`src/rtl/mul_arbiter.sv`:
```
// Arbiter sharing one external MUL_LAT-deep 8x8 multiplier among NREQ requesters, with in-order tagged returns.
// Define MUL_ARB_RR_EN for round-robin arbitration; otherwise the lowest requesting index wins.
module mul_arbiter #(
    parameter int NREQ    = 4,
    parameter int MUL_LAT = 7
) (
    input  logic                              clk,
    input  logic                              rst_n,
    input  logic [NREQ-1:0]                   req_valid,
    input  logic [8*NREQ-1:0]                 req_a,
    input  logic [8*NREQ-1:0]                 req_b,
    output logic [NREQ-1:0]                   req_ready,
    output logic [7:0]                        mul_a,
    output logic [7:0]                        mul_b,
    input  logic [15:0]                       mul_p,
    output logic [NREQ-1:0]                   res_valid,
    output logic [15:0]                       res_data,
    output logic [$clog2(MUL_LAT+2)-1:0]      inflight,
    output logic                              idle
);

    localparam int IW = (NREQ > 1) ? $clog2(NREQ) : 1;
    localparam int CW = $clog2(MUL_LAT + 2);
    localparam logic [CW-1:0] MAX_INFL = CW'(MUL_LAT + 1);

    logic                        grant_any;
    logic [IW-1:0]               grant_idx;
    logic                        xfer;
    logic                        retire;
    logic [MUL_LAT:0]            tag_v;
    logic [MUL_LAT:0][IW-1:0]    tag_id;

`ifdef MUL_ARB_RR_EN
    logic [IW-1:0] ptr;

    // Search starts at the pointer and ascends with wrap; first valid requester wins.
    always_comb begin
        int idx;
        idx       = 0;
        grant_any = 1'b0;
        grant_idx = '0;
        for (int k = 0; k < NREQ; k++) begin
            idx = (int'(ptr) + k) % NREQ;
            if (!grant_any && req_valid[idx]) begin
                grant_any = 1'b1;
                grant_idx = IW'(idx);
            end
        end
    end

    always_ff @(posedge clk or negedge rst_n) begin
        if (!rst_n) begin
            ptr <= '0;
        end else if (xfer) begin
            ptr <= (grant_idx == IW'(NREQ - 1)) ? '0 : grant_idx + IW'(1);
        end
    end
`else
    always_comb begin
        grant_any = 1'b0;
        grant_idx = '0;
        for (int k = NREQ - 1; k >= 0; k--) begin
            if (req_valid[k]) begin
                grant_any = 1'b1;
                grant_idx = IW'(k);
            end
        end
    end
`endif

    // rst_n gates the grant so req_ready is zero during reset and live on the first cycle after it.
    assign xfer      = grant_any & rst_n;
    assign req_ready = xfer ? (NREQ'(1) << grant_idx) : '0;
    assign retire    = tag_v[MUL_LAT];
    assign idle      = (inflight == '0) && ((req_valid == '0) || !rst_n);

    always_ff @(posedge clk or negedge rst_n) begin
        if (!rst_n) begin
            mul_a <= '0;
            mul_b <= '0;
        end else if (xfer) begin
            mul_a <= req_a[int'(grant_idx)*8 +: 8];
            mul_b <= req_b[int'(grant_idx)*8 +: 8];
        end
    end

    // Tag stage k lines up with the multiplier's k-th pipeline cycle; the last stage meets a valid mul_p.
    always_ff @(posedge clk or negedge rst_n) begin
        if (!rst_n) begin
            tag_v  <= '0;
            tag_id <= '0;
        end else begin
            tag_v  <= {tag_v[MUL_LAT-1:0], xfer};
            tag_id <= {tag_id[MUL_LAT-1:0], grant_idx};
        end
    end

    always_ff @(posedge clk or negedge rst_n) begin
        if (!rst_n) begin
            res_valid <= '0;
            res_data  <= '0;
        end else begin
            res_valid <= retire ? (NREQ'(1) << tag_id[MUL_LAT]) : '0;
            if (retire) begin
                res_data <= mul_p;
            end
        end
    end

    // An op counts from its transfer edge until the edge that raises its res_valid.
    always_ff @(posedge clk or negedge rst_n) begin
        if (!rst_n) begin
            inflight <= '0;
        end else begin
            case ({xfer, retire})
                2'b10: if (inflight != MAX_INFL) inflight <= inflight + CW'(1);
                2'b01: if (inflight != '0) inflight <= inflight - CW'(1);
                default: inflight <= inflight;
            endcase
        end
    end

endmodule

```
`config.mk`:
```
export PLATFORM = sky130hd
export DESIGN_NAME = mul_arbiter
export DESIGN_NICKNAME = d
export VERILOG_FILES = /design/src/rtl/mul_arbiter.sv
export SDC_FILE = /design/constraint.sdc
export NUM_CORES = 1
export LEC_CHECK = 0
export BUFFER_PORTS_ARGS = -buffer_cell sky130_fd_sc_hd__buf_2
export CELL_PAD_IN_SITES_DETAIL_PLACEMENT = 2
export CELL_PAD_IN_SITES_GLOBAL_PLACEMENT = 2
export CORE_ASPECT_RATIO = 0.5
export CORE_UTILIZATION = 29
export DETAILED_ROUTE_END_ITERATION = 6
export PLACE_DENSITY_LB_ADDON = 0.1
export SETUP_SLACK_MARGIN = 0.15
export SYNTH_ARGS = -nofsm -noshare
export SYNTH_HDL_FRONTEND = slang
export SYNTH_SLANG_ARGS = --single-unit
```
`constraint.sdc`:
```
create_clock -name clk -period 3.9 [get_ports clk]
set_input_delay 0.78 -clock clk [delete_from_list [all_inputs] [get_ports clk]]
set_output_delay 0.78 -clock clk [all_outputs]
set_load 0.03 [all_outputs]
```
After elaboration in Yosys (flattened, before gate mapping)
Index checks and enable logic that the tools add are counted.

Register bits after elaboration: 64. Input port bits: 86. Output and inout port bits: 45. Word-level logic and storage cells: 47.

Add/sub/neg operators: 2. Equal/unequal tests: 5. Shifts and indexed selects: 4. Multiplexer cells: 13. Bitwise gates (word level): 1. Reduce and logical (&&, ||, !) cells: 8.

Operators with widths (count): 32-bit by 6-bit indexed part select with 8-bit output (2); 4-bit two-way mux (4); 4-bit logical NOT (2); 2-bit two-way mux (4); 4-bit case mux with 2 select lines (1); 1-bit by 2-bit left shift with 4-bit output, first input constant (2); 4-bit by 1-bit adder with 4-bit output, second input constant (1); 1-bit two-way mux (4); 2-bit inequality test, second input constant (2); 4-bit inequality test, second input constant (1); 4-bit nonzero test (1); 4-bit by 1-bit subtractor with 4-bit output, second input constant (1); 3-bit AND reduction (1); 2-bit by 1-bit == test with 1-bit output, second input constant (1); 2-bit == test, second input constant (1); 2-bit nonzero test (1); 1-bit AND (1); 1-bit logical AND (1); 1-bit logical NOT (1); 1-bit logical OR (1).

Logic depth before layout (Yosys ltp)
Gate-level depths: netlist of run 1.

Word-level depth: 8. Mapped depth: 9. Mapped depth without buffers: 8.

Least setup slack after synthesis of run 1
OpenSTA, ideal clock, no wires.

Kind: input to output. From: input port req_valid[2]. To: output port idle. Arrival time: 2.214 ns. Data required time: 3.120 ns. Slack: 0.906 ns. Cell stages on the path: 4. Path buffers: 1. Cell sequence: buf_6 > o41ai_4 > nand2_1 > nor3_1.

Longest elaborated chain between the ends: 3.

RTL lines: start: declaration (RTL line 9) `input logic [NREQ-1:0] req_valid,`; 4-bit logical NOT (RTL line 75) `assign idle = (inflight == '0) && ((req_valid == '0) || !rst_n);`; 1-bit logical OR (RTL line 75); 1-bit logical AND (RTL line 75); end: declaration (RTL line 19) `output logic idle`.

No other way between the ends.

Worst setup path in the final report of run 1
From: input port req_valid[1]. To: output port idle.

The elaborated chain is that of the path after synthesis.

==> results of run 1 <==
## per-layer routing
layer	vias up	part of all wire [%]	track usage [%]
met3	9	6.5	6.48
met1	1220	43	20.9
met5	-	0	0
met4	0	1.2	6.45
li1	1162	-	-
met2	85	50	33.4
## kinds of logic after synthesis
group / Yosys count
compound gates: 76
xor+xnor: 1
fa+ha+maj: 1
buf+inv: 22
flops: 64
mux: 17
simple gates: 76
## power by group through the flow
| stage | logic, mW | registers, mW | clock network, mW |
|---|---|---|---|
| floorplan | 0.211 | 0.910 | 0 |
| global placement | 0.450 | 0.828 | 0 |
| detailed placement | 0.474 | 0.838 | 0 |
| CTS | 0.476 | 0.826 | 0.842 |
| global route | 0.507 | 0.840 | 0.868 |
| finish | 0.469 | 0.826 | 0.815 |
## layout make-up
type	count	area (sq um)
Fill cell	1009	5190
Sequential cell	64	1600
Multi-Input combinational cell	171	1110
Timing Repair Buffer	133	676
Clock buffer	12	256
Tap cell	130	163
Clock inverter	4	51.3
Inverter	3	13.8
## through the flow
| stage | cells | area [sq um] |
|---|---|---|
| detailed placement | 501 | 3570 |
| finish | 517 | 3870 |
| floorplan | 257 | 2820 |
| global placement | 501 | 3570 |
| global route | 517 | 3870 |
| CTS | 517 | 3870 |
## state kept, by name, summed over array words and instances (netlist names)
register and flops:
res_valid 4, tag_id 16, tag_v 8, mul_a 8
mul_b 8, res_data 16, inflight 4
## cell usage after synthesis (all sizes together), types with 2 or more instances
library cell  instances  area, sq um
a22o                  3         26.3
nor2                 22         82.6
nand2b                2         12.5
a22oi                13         97.6
o21ai                15         75.1
and3                  3         18.8
nor3                  2         10.0
dfrtp                64         1600
nand2                 8         30.0
or2                  14         87.6
and2                  2         12.5
mux2                 16          180
a21oi                34          174
nor3b                 2         15.0
clkbuf               10         37.5
o311ai                2         25.0
buf                   9         50.0
inv                   3         13.8
nor2b                16          100
a222oi                3         30.0
## cell usage in the layout (no fill, tap or decap), drive strengths merged, types with 12 or more instances in the layout
cell type / netlist / layout
buf: 9 / 133
dfrtp: 64 / 64
a21oi: 34 / 34
nor2: 22 / 22
nor2b: 16 / 16
mux2: 16 / 16
o21ai: 15 / 15
or2: 14 / 14
a22oi: 13 / 13
clkbuf: 10 / 12
## path summary, 6_finish.rpt
path | endpoint | from
worst min register to register | tag_id[4] | tag_id[2]
worst max-delay path | idle | req_valid[1]
worst min-delay path | tag_id[4] | tag_id[2]
worst max register to register | inflight[1] | tag_v[7]
max in group asynchronous | tag_v[2] | rst_n
min in group asynchronous | res_data[7] | rst_n
## worst reg2reg max path, cell delays in order, from the launching register on
cell      delay [ps]
dfrtp_1         1060
nand2_1          250
xnor2_1          200
ha_1             330
o311ai_0         120
nand2_1          110
a221o_1          310
==> impl_metrics.tcl, run 1 <==
set metrics [dict create \
    worstPathRequired_ps 3120 \
    power_switching_mw 0.666 \
    power_density_mw_per_mm2 544 \
    seqPwrFrac_pct 39.1 \
    synthDistinctLibCells 39 \
    drive_gt1_share_pct 47.3 \
    yosys_warnings 0 \
    synthFlopType "dfrtp_1" \
    die_y_um 71.7 \
    grt_pass1_vias 2775 \
    fmax_mhz 335 \
    clock_tree.buffer_depth 2 \
    wl_mm 8.71 \
    setup_tns_ps 0 \
    crit_buf_inv 2 \
    cp_top_family "compound AO/OA/AOI/OAI gates" \
    row_count 24 \
    ir_drop_v 0.000192 \
    finalHoldViolCount 0 \
    io_pins 131 \
    coreArea_sq_mm 0.00907 \
    fin_crit_sh_pct 76.6 \
    clock_latency_ps 330 \
    path_cells "buf_2 -> o41ai_4 -> nand2_1 -> nor3_1 -> buf_2" \
    async_flop_share_pct 100 \
    drt-pass1-iter-count 4 \
    ctsResizeCount 0 \
    start_util_pct 31.1 \
    synth-adder-area-share_pct 0.444 \
    rsz0062_at_grt "no" \
    p_leak_nw 1.85 \
    worst_pin_slew_ps 1100 \
    cp_num_cells 5 \
    htree_levels 3 \
    synth_area_sq_mm 0.00282 \
    drt-wirelength-per-cell_um 16.8 \
    syn_inst 257 \
    synth_top_family_by_area "compound AO/OA/AOI/OAI gates" \
    critical_path_class "in -> out" \
    comb_power_share_pct 22.2 \
    ys_seq_area_share_pct 56.9 \
    clock-root-buffer "clkbuf_16" \
    hold_depth 0 \
    synth-xor-area-share_pct 0.311 \
    grt_start_max_net_pins 41 \
    dieArea_sq_mm 0.0101 \
    layout_min_cycle_time_ps 2990 \
    layout-area-overhead-vs-synth_pct 37.6 \
    max_cap_viol_count 0 \
    via_per_inst 4.79 \
    place.gp.congestion 0.783 \
    swShare_pct 31.6 \
    die_w_um 141 \
    hold_ws_ps 345 \
    nNetsFinal 469 \
    setup_ws_ps 913 \
    slew_violations 0 \
    cp_max_fo 20 \
    avgSynthCellArea_sq_um 11.0 \
    final_core_util_pct 42.7 \
    hold_path.class "reg -> reg" \
    cts.clk_slew.worst_paths_ps 50 \
    synth-simple-area-share_pct 14.4 \
    p_int_mw 1.44 \
    postCtsSetupBuffers 0 \
    grt_pass1_wl_mm 14.1 \
    n_antenna_cell 0 \
    max_stage_delay_ps 640 \
    drcViolationCount 0 \
    grt_overflow_total 0 \
    dr_total_vias 2476 \
    cp_common_cell "buf_2" \
    cts_buffers 9 \
    synth-compound-area-share_pct 17.6 \
    cp_data_arrival_time_ps 2210 \
    post-dp-hpwl_mm 6.36 \
    synth_edf_count 0 \
    crit_path_start_kind "primary input" \
    maxSlewHeadroom_pct 26.5 \
    cts.sinks 64 \
    status "completed" \
    hold_buffers 0 \
    total_power_mw 2.11 \
    cp_slowest_cell "o41ai_4" \
    final_antenna_net_count 0 \
    grt.total_usage_pct 18.6 \
    finClkSkew_ps 4.24 \
    syn-num-nets 344 \
    ys_seq_elements 64 \
    first_iter_violations 68 \
    clkPwrFrac_pct 38.6 \
    reg2reg_slack_ps 1390 \
    synthMuxAreaShare_pct 6.75 \
    setup_viol 0 \
    end_kind "output pin" \
    portBuffers 130 \
    cts_tree "yes" \
    antenna_found_initial 0 \
    post-place-ws_ps 804 \
    reg2reg_depth 6 \
]
(Power assumes the default switching activity.)
==> inputs of run 2 (changes only) <==
--- a/config.mk
+++ b/config.mk
@@ -9,7 +9,7 @@
 export CELL_PAD_IN_SITES_DETAIL_PLACEMENT = 2
 export CELL_PAD_IN_SITES_GLOBAL_PLACEMENT = 2
 export CORE_ASPECT_RATIO = 0.5
-export CORE_UTILIZATION = 29
+export CORE_UTILIZATION = 25
 export DETAILED_ROUTE_END_ITERATION = 6
 export PLACE_DENSITY_LB_ADDON = 0.1
 export SETUP_SLACK_MARGIN = 0.15
==> constraint.sdc (replaced) <==
create_clock -name clk -period 2.7 [get_ports clk]
set_input_delay 0.54 -clock clk [delete_from_list [all_inputs] [get_ports clk]]
set_output_delay 0.54 -clock clk [all_outputs]
set_load 0.03 [all_outputs]
==> run 2 against run 1 <==
Net effect: the flow now finishes with violations (DRC); sequential share of layout area shrank 0.64 points; setup slack lost 480 ps; sequential cell count is the same; clock power grew 37%; critical path depth grew 1; non-clock buffer count grew 9; die area grew 16%; via count grew 2.6%; clock skew grew 2.4 ps; largest power group unchanged; highest routed layer is now met5.
==> impl_metrics.tcl, run 2 (same netlist as run 1, synthesis figures left out) <==
set metrics [dict create \
    fin_crit_sh_pct 84.0 \
    cp_common_cell "buf_2" \
    placed_cell_area_sq_mm 0.00365 \
    cts_tree "yes" \
    drcViolationCount 28 \
    final_antenna_net_count 0 \
    drive_gt1_share_pct 48.6 \
    cts_buffers 9 \
    ctsResizeCount 0 \
    grt_pass1_vias 2819 \
    first_iter_violations 92 \
    row_count 26 \
    end_kind "output pin" \
    crit_path_start_kind "primary input" \
    portBuffers 130 \
    dr_total_vias 2541 \
    cp_max_fo 7 \
    drt-pass1-iter-count 6 \
    rsz0062_at_grt "no" \
    top_regs "res_data x16, tag_id x16" \
    ir_drop_v 0.000285 \
    via_per_inst 4.74 \
    setup_viol 0 \
    clock-root-buffer "clkbuf_16" \
    p_leak_nw 1.89 \
    layout-area-overhead-vs-synth_pct 39.8 \
    n_fill_cell 1163 \
    hold_buffers 0 \
    violations "DRC" \
    start_util_pct 26.6 \
    final_common_cell "buf_2" \
    cts.clk_slew.worst_paths_ps 50 \
    grt_start_max_net_pins 60 \
    die_y_um 77.1 \
    path_cells "buf_2 -> o41ai_4 -> buf_4 -> nand2_1 -> nor3_1 -> buf_2" \
    slew_violations 0 \
    max_cap_viol_count 0 \
    dieArea_sq_mm 0.0117 \
    finClkSkew_ps 6.61 \
    final_area_sq_mm 0.00394 \
    worstPathRequired_ps 2160 \
    status "finished with violations" \
    grt.total_usage_pct 16.4 \
    antenna_found_initial 2 \
    critical_path_class "in -> out" \
    drt-wirelength-per-cell_um 16.8 \
    wl_mm 9.01 \
    grt_overflow_total 0 \
    layout_common_cells "129 x buf_2, 64 x dfrtp_1, 33 x a21oi_1" \
    coreArea_sq_mm 0.0106 \
    maxSlewHeadroom_pct 52.2 \
    clock_latency_ps 330 \
    cp_data_arrival_time_ps 1730 \
    cp_slowest_cell "o41ai_4" \
    htree_levels 3 \
    fmax_mhz 441 \
    grt_pass1_wl_mm 14.7 \
    cts.sinks 64 \
    io_pins 131 \
    max_stage_delay_ps 410 \
    clock_tree.buffer_depth 2 \
    nNetsFinal 478 \
    setup_tns_ps 0 \
    place.gp.congestion 0.771 \
    hold_path.class "in -> async" \
    finalHoldViolCount 0 \
    worst_pin_slew_ps 717 \
    die_w_um 152 \
    post-dp-hpwl_mm 6.42 \
    power_density_mw_per_mm2 757 \
    layout_min_cycle_time_ps 2270 \
    postCtsSetupBuffers 0 \
]
[run 2: area by class of cell]
type	count	area [sq um]	share of cell area, %
inverters	3	13.8	0.350
diodes	1	2.50	0.0636
clock inverters	6	61.3	1.56
clock buffers	9	225	5.72
repair buffers	142	743	18.9
well taps	140	175	4.45
multi-input cells	171	1110	28.3
flip-flops and latches	64	1600	40.7
[run 2: through the flow]
step | hold slack, ps | util [%] | cells | power [mW] | setup WS, ps
floorplan | 244 | - | 257 | 1.62 | 186
global placement | 332 | 34.5 | 520 | 1.85 | 383
detailed placement | 337 | 34.5 | 520 | 1.89 | 313
CTS | 215 | 37.2 | 535 | 3.04 | 391
global route | 231 | 37.2 | 535 | 3.15 | 293
finish | 221 | 37.2 | 536 | 2.98 | 431
[run 2: routing by layer]
layer	global-route usage, %	share of wire [%]
met5	0	0.14
met3	6.73	7.2
met1	17.8	41
met4	5.20	1.4
met2	29.2	51
[run 2: final timing paths]
path / start / end / slack (ps) / depth (start not counted)
hold reg to reg: tag_v[6] / tag_v[7] / 340 / 0
min in group clk: tag_v[6] / tag_v[7] / 340 / 0
hold / removal: rst_n / tag_v[1] / 220 / 2
setup / recovery: req_valid[2] / idle / 430 / 6
setup reg to reg: inflight[1] / inflight[1] / 1030 / 5
max in group asynchronous: rst_n / res_data[6] / 1810 / 2
[run 2: where the power goes]
group | total [mW] | internal (mW) | switching, mW
Clock | 1.12 | 0.704 | 0.411
Sequential | 1.18 | 1.07 | 0.113
Combinational | 0.686 | 0.260 | 0.426
[run 2: critical path, delay by kind of cell]
kind | cells | cell delay, ps
AO/OA/AOI/OAI | 1 | 410
buffers and inverters | 3 | 580
AND/OR/NAND/NOR | 2 | 190
==> inputs of run 3 (changes only) <==
==> constraint.sdc (replaced) <==
create_clock -name clk -period 1.8 [get_ports clk]
set_input_delay 0.36 -clock clk [delete_from_list [all_inputs] [get_ports clk]]
set_output_delay 0.36 -clock clk [all_outputs]
set_load 0.03 [all_outputs]
==> run 3 against run 2 <==
Net effect: the run still ends with DRC left; total power rose by 52%; sequential share of layout area fell by 1.4 points; design area grew 3.7%; clock power increased by 45%; utilization rose by 1.4 points; via count increased by 0.24%; first-iteration DRC count up 1.1%; highest routed layer is now met4.
==> impl_metrics.tcl, run 3 (same netlist as run 1, synthesis figures left out) <==
set metrics [dict create \
    comb_power_share_pct 25.4 \
    drt-wirelength-per-cell_um 16.5 \
    grt_pass1_wl_mm 15.3 \
    grt_overflow_total 0 \
    antenna_found_initial 0 \
    power_density_mw_per_mm2 1110 \
    cts.sinks 64 \
    hold_path.class "in -> async" \
    fmax_mhz 573 \
    violations "DRC" \
    top_regs "res_data x16, tag_id x16" \
    end_kind "output pin" \
    rr_endpoint "inflight[2]" \
    cts_buffers 9 \
    path_cells "buf_8 -> o41ai_4 -> buf_4 -> nand2_2 -> nor3_4 -> buf_6" \
    final_common_cell "buf_2" \
    crit_path_start_kind "primary input" \
    layout_min_cycle_time_ps 1750 \
    final_antenna_net_count 0 \
    rsz0062_at_grt "yes" \
    worst_pin_slew_ps 585 \
    drcViolationCount 14 \
    die_w_um 152 \
    portBuffers 130 \
    final_core_util_pct 38.6 \
    cts.clk_slew.worst_paths_ps 60 \
    dieArea_sq_mm 0.0117 \
    clock_tree.buffer_depth 2 \
    grt_pass1_vias 2994 \
    coreArea_sq_mm 0.0106 \
    reg2reg_slack_ps 190 \
    via_per_inst 4.69 \
    clock_latency_ps 330 \
    finalHoldViolCount 0 \
    grt.total_usage_pct 16.9 \
    dpl.cell_count 525 \
    hold_buffers 0 \
    ir_drop_v 0.000400 \
    r2r_start "inflight[2]" \
    die_y_um 77.1 \
    grt_start_max_net_pins 49 \
    seqPwrFrac_pct 38.9 \
    max_cap_viol_count 0 \
    drive_gt1_share_pct 52.9 \
    dr_total_vias 2547 \
    nNetsFinal 485 \
    status "finished with violations" \
    wl_met1_mm 3.76 \
    critical_path_class "in -> out" \
    htree_levels 3 \
    layout-area-overhead-vs-synth_pct 45.0 \
    reg2reg_depth 4 \
    post-place-ws_ps -377 \
    cp_data_arrival_time_ps 1390 \
    worstPathRequired_ps 1440 \
    setup_viol 0 \
    setup_tns_ps 0 \
    start_util_pct 26.6 \
    p_leak_nw 1.93 \
    p_int_mw 3.03 \
    cts_tree "yes" \
    drt-pass1-iter-count 6 \
    cp_slowest_cell "o41ai_4" \
    place.gp.congestion 0.739 \
    power_switching_mw 1.51 \
    layout_common_cells "125 x buf_2, 61 x dfrtp_1, 32 x a21oi_1" \
    cp_max_fo 2 \
    maxSlewHeadroom_pct 61.0 \
    clock-root-buffer "clkbuf_16" \
    dr.max_layer_used "met4" \
    fin_crit_sh_pct 97.0 \
    clkPwrFrac_pct 35.7 \
    finClkSkew_ps 4.12 \
    wl_met2_mm 4.55 \
    total_power_mw 4.54 \
    swShare_pct 33.2 \
    max_stage_delay_ps 400 \
    fin_cells 543 \
    wl_met3_um 569 \
    post-dp-hpwl_mm 6.50 \
    io_pins 131 \
    setup_ws_ps 54.1 \
    n_antenna_cell 0 \
    row_count 26 \
    wl_mm 8.95 \
    first_iter_violations 93 \
    slew_violations 0 \
]
[run 3: cell types whose count changed in the layout (fill, tap and decap cells not counted), sizes merged]
cell,change
buf,+7
clkinvlp,+2
bufinv,-1
clkbuf,+1
clkinv,-1
diode,-1
[run 3: cell type report]
| class | count | area (sq um) |
|---|---|---|
| Multi-Input combinational cell | 171 | 1160 |
| Timing Repair Buffer | 149 | 848 |
| Sequential cell | 64 | 1610 |
| Fill cell | 1181 | 6490 |
| Inverter | 3 | 13.8 |
| Tap cell | 140 | 175 |
| Clock inverter | 6 | 45.0 |
| Clock buffer | 10 | 239 |
[run 3: per-stage QoR]
step | hold WS, ps | area, sq um
floorplan | 64.4 | 2830
global placement | 333 | 3710
detailed placement | 336 | 3710
CTS | 79.3 | 4050
global route | 27.3 | 4080
finish | 32.5 | 4080
[run 3: routing by layer]
layer  track usage, %  up-vias
li1                 -     1195
met1             18.5     1263
met2             30.5       82
met3             6.56        7
met4             4.69        0
met5                0        -
[run 3: critical path: cells and delay by family]
family / cells / cell delay [ps]
AOI/OAI and AO/OA: 1 / 400
buffers and inverters: 3 / 430
and+or+nand+nor: 2 / 190
[run 3: how the worst max path moves through the flow]
stage	from	endpoint	slack (ps)
6_report	req_valid[3]	idle	50
3_5_place_dp	req_valid[3]	inflight[1]	-380
2_1_floorplan	req_valid[2]	inflight[1]	-370
5_1_grt	req_valid[3]	inflight[1]	20
3_3_place_gp	req_valid[3]	inflight[1]	-320
4_1_cts	req_valid[0]	inflight[1]	20
[run 3: power by group through the flow]
stage	registers (mW)	logic, mW	clock network [mW]
floorplan	1.97	0.475	0
global placement	1.76	1.08	0
detailed placement	1.78	1.12	0
CTS	1.76	1.15	1.69
global route	1.80	1.26	1.75
finish	1.77	1.15	1.62
[run 3: repair_timing]
item | CTS | global route
setup endpoints to repair | 5 | 7
gates resized for setup | 14 | 11
hold endpoints to repair | 0 | 0
buffers inserted | 2 | 0
pin swaps | 8 | 8
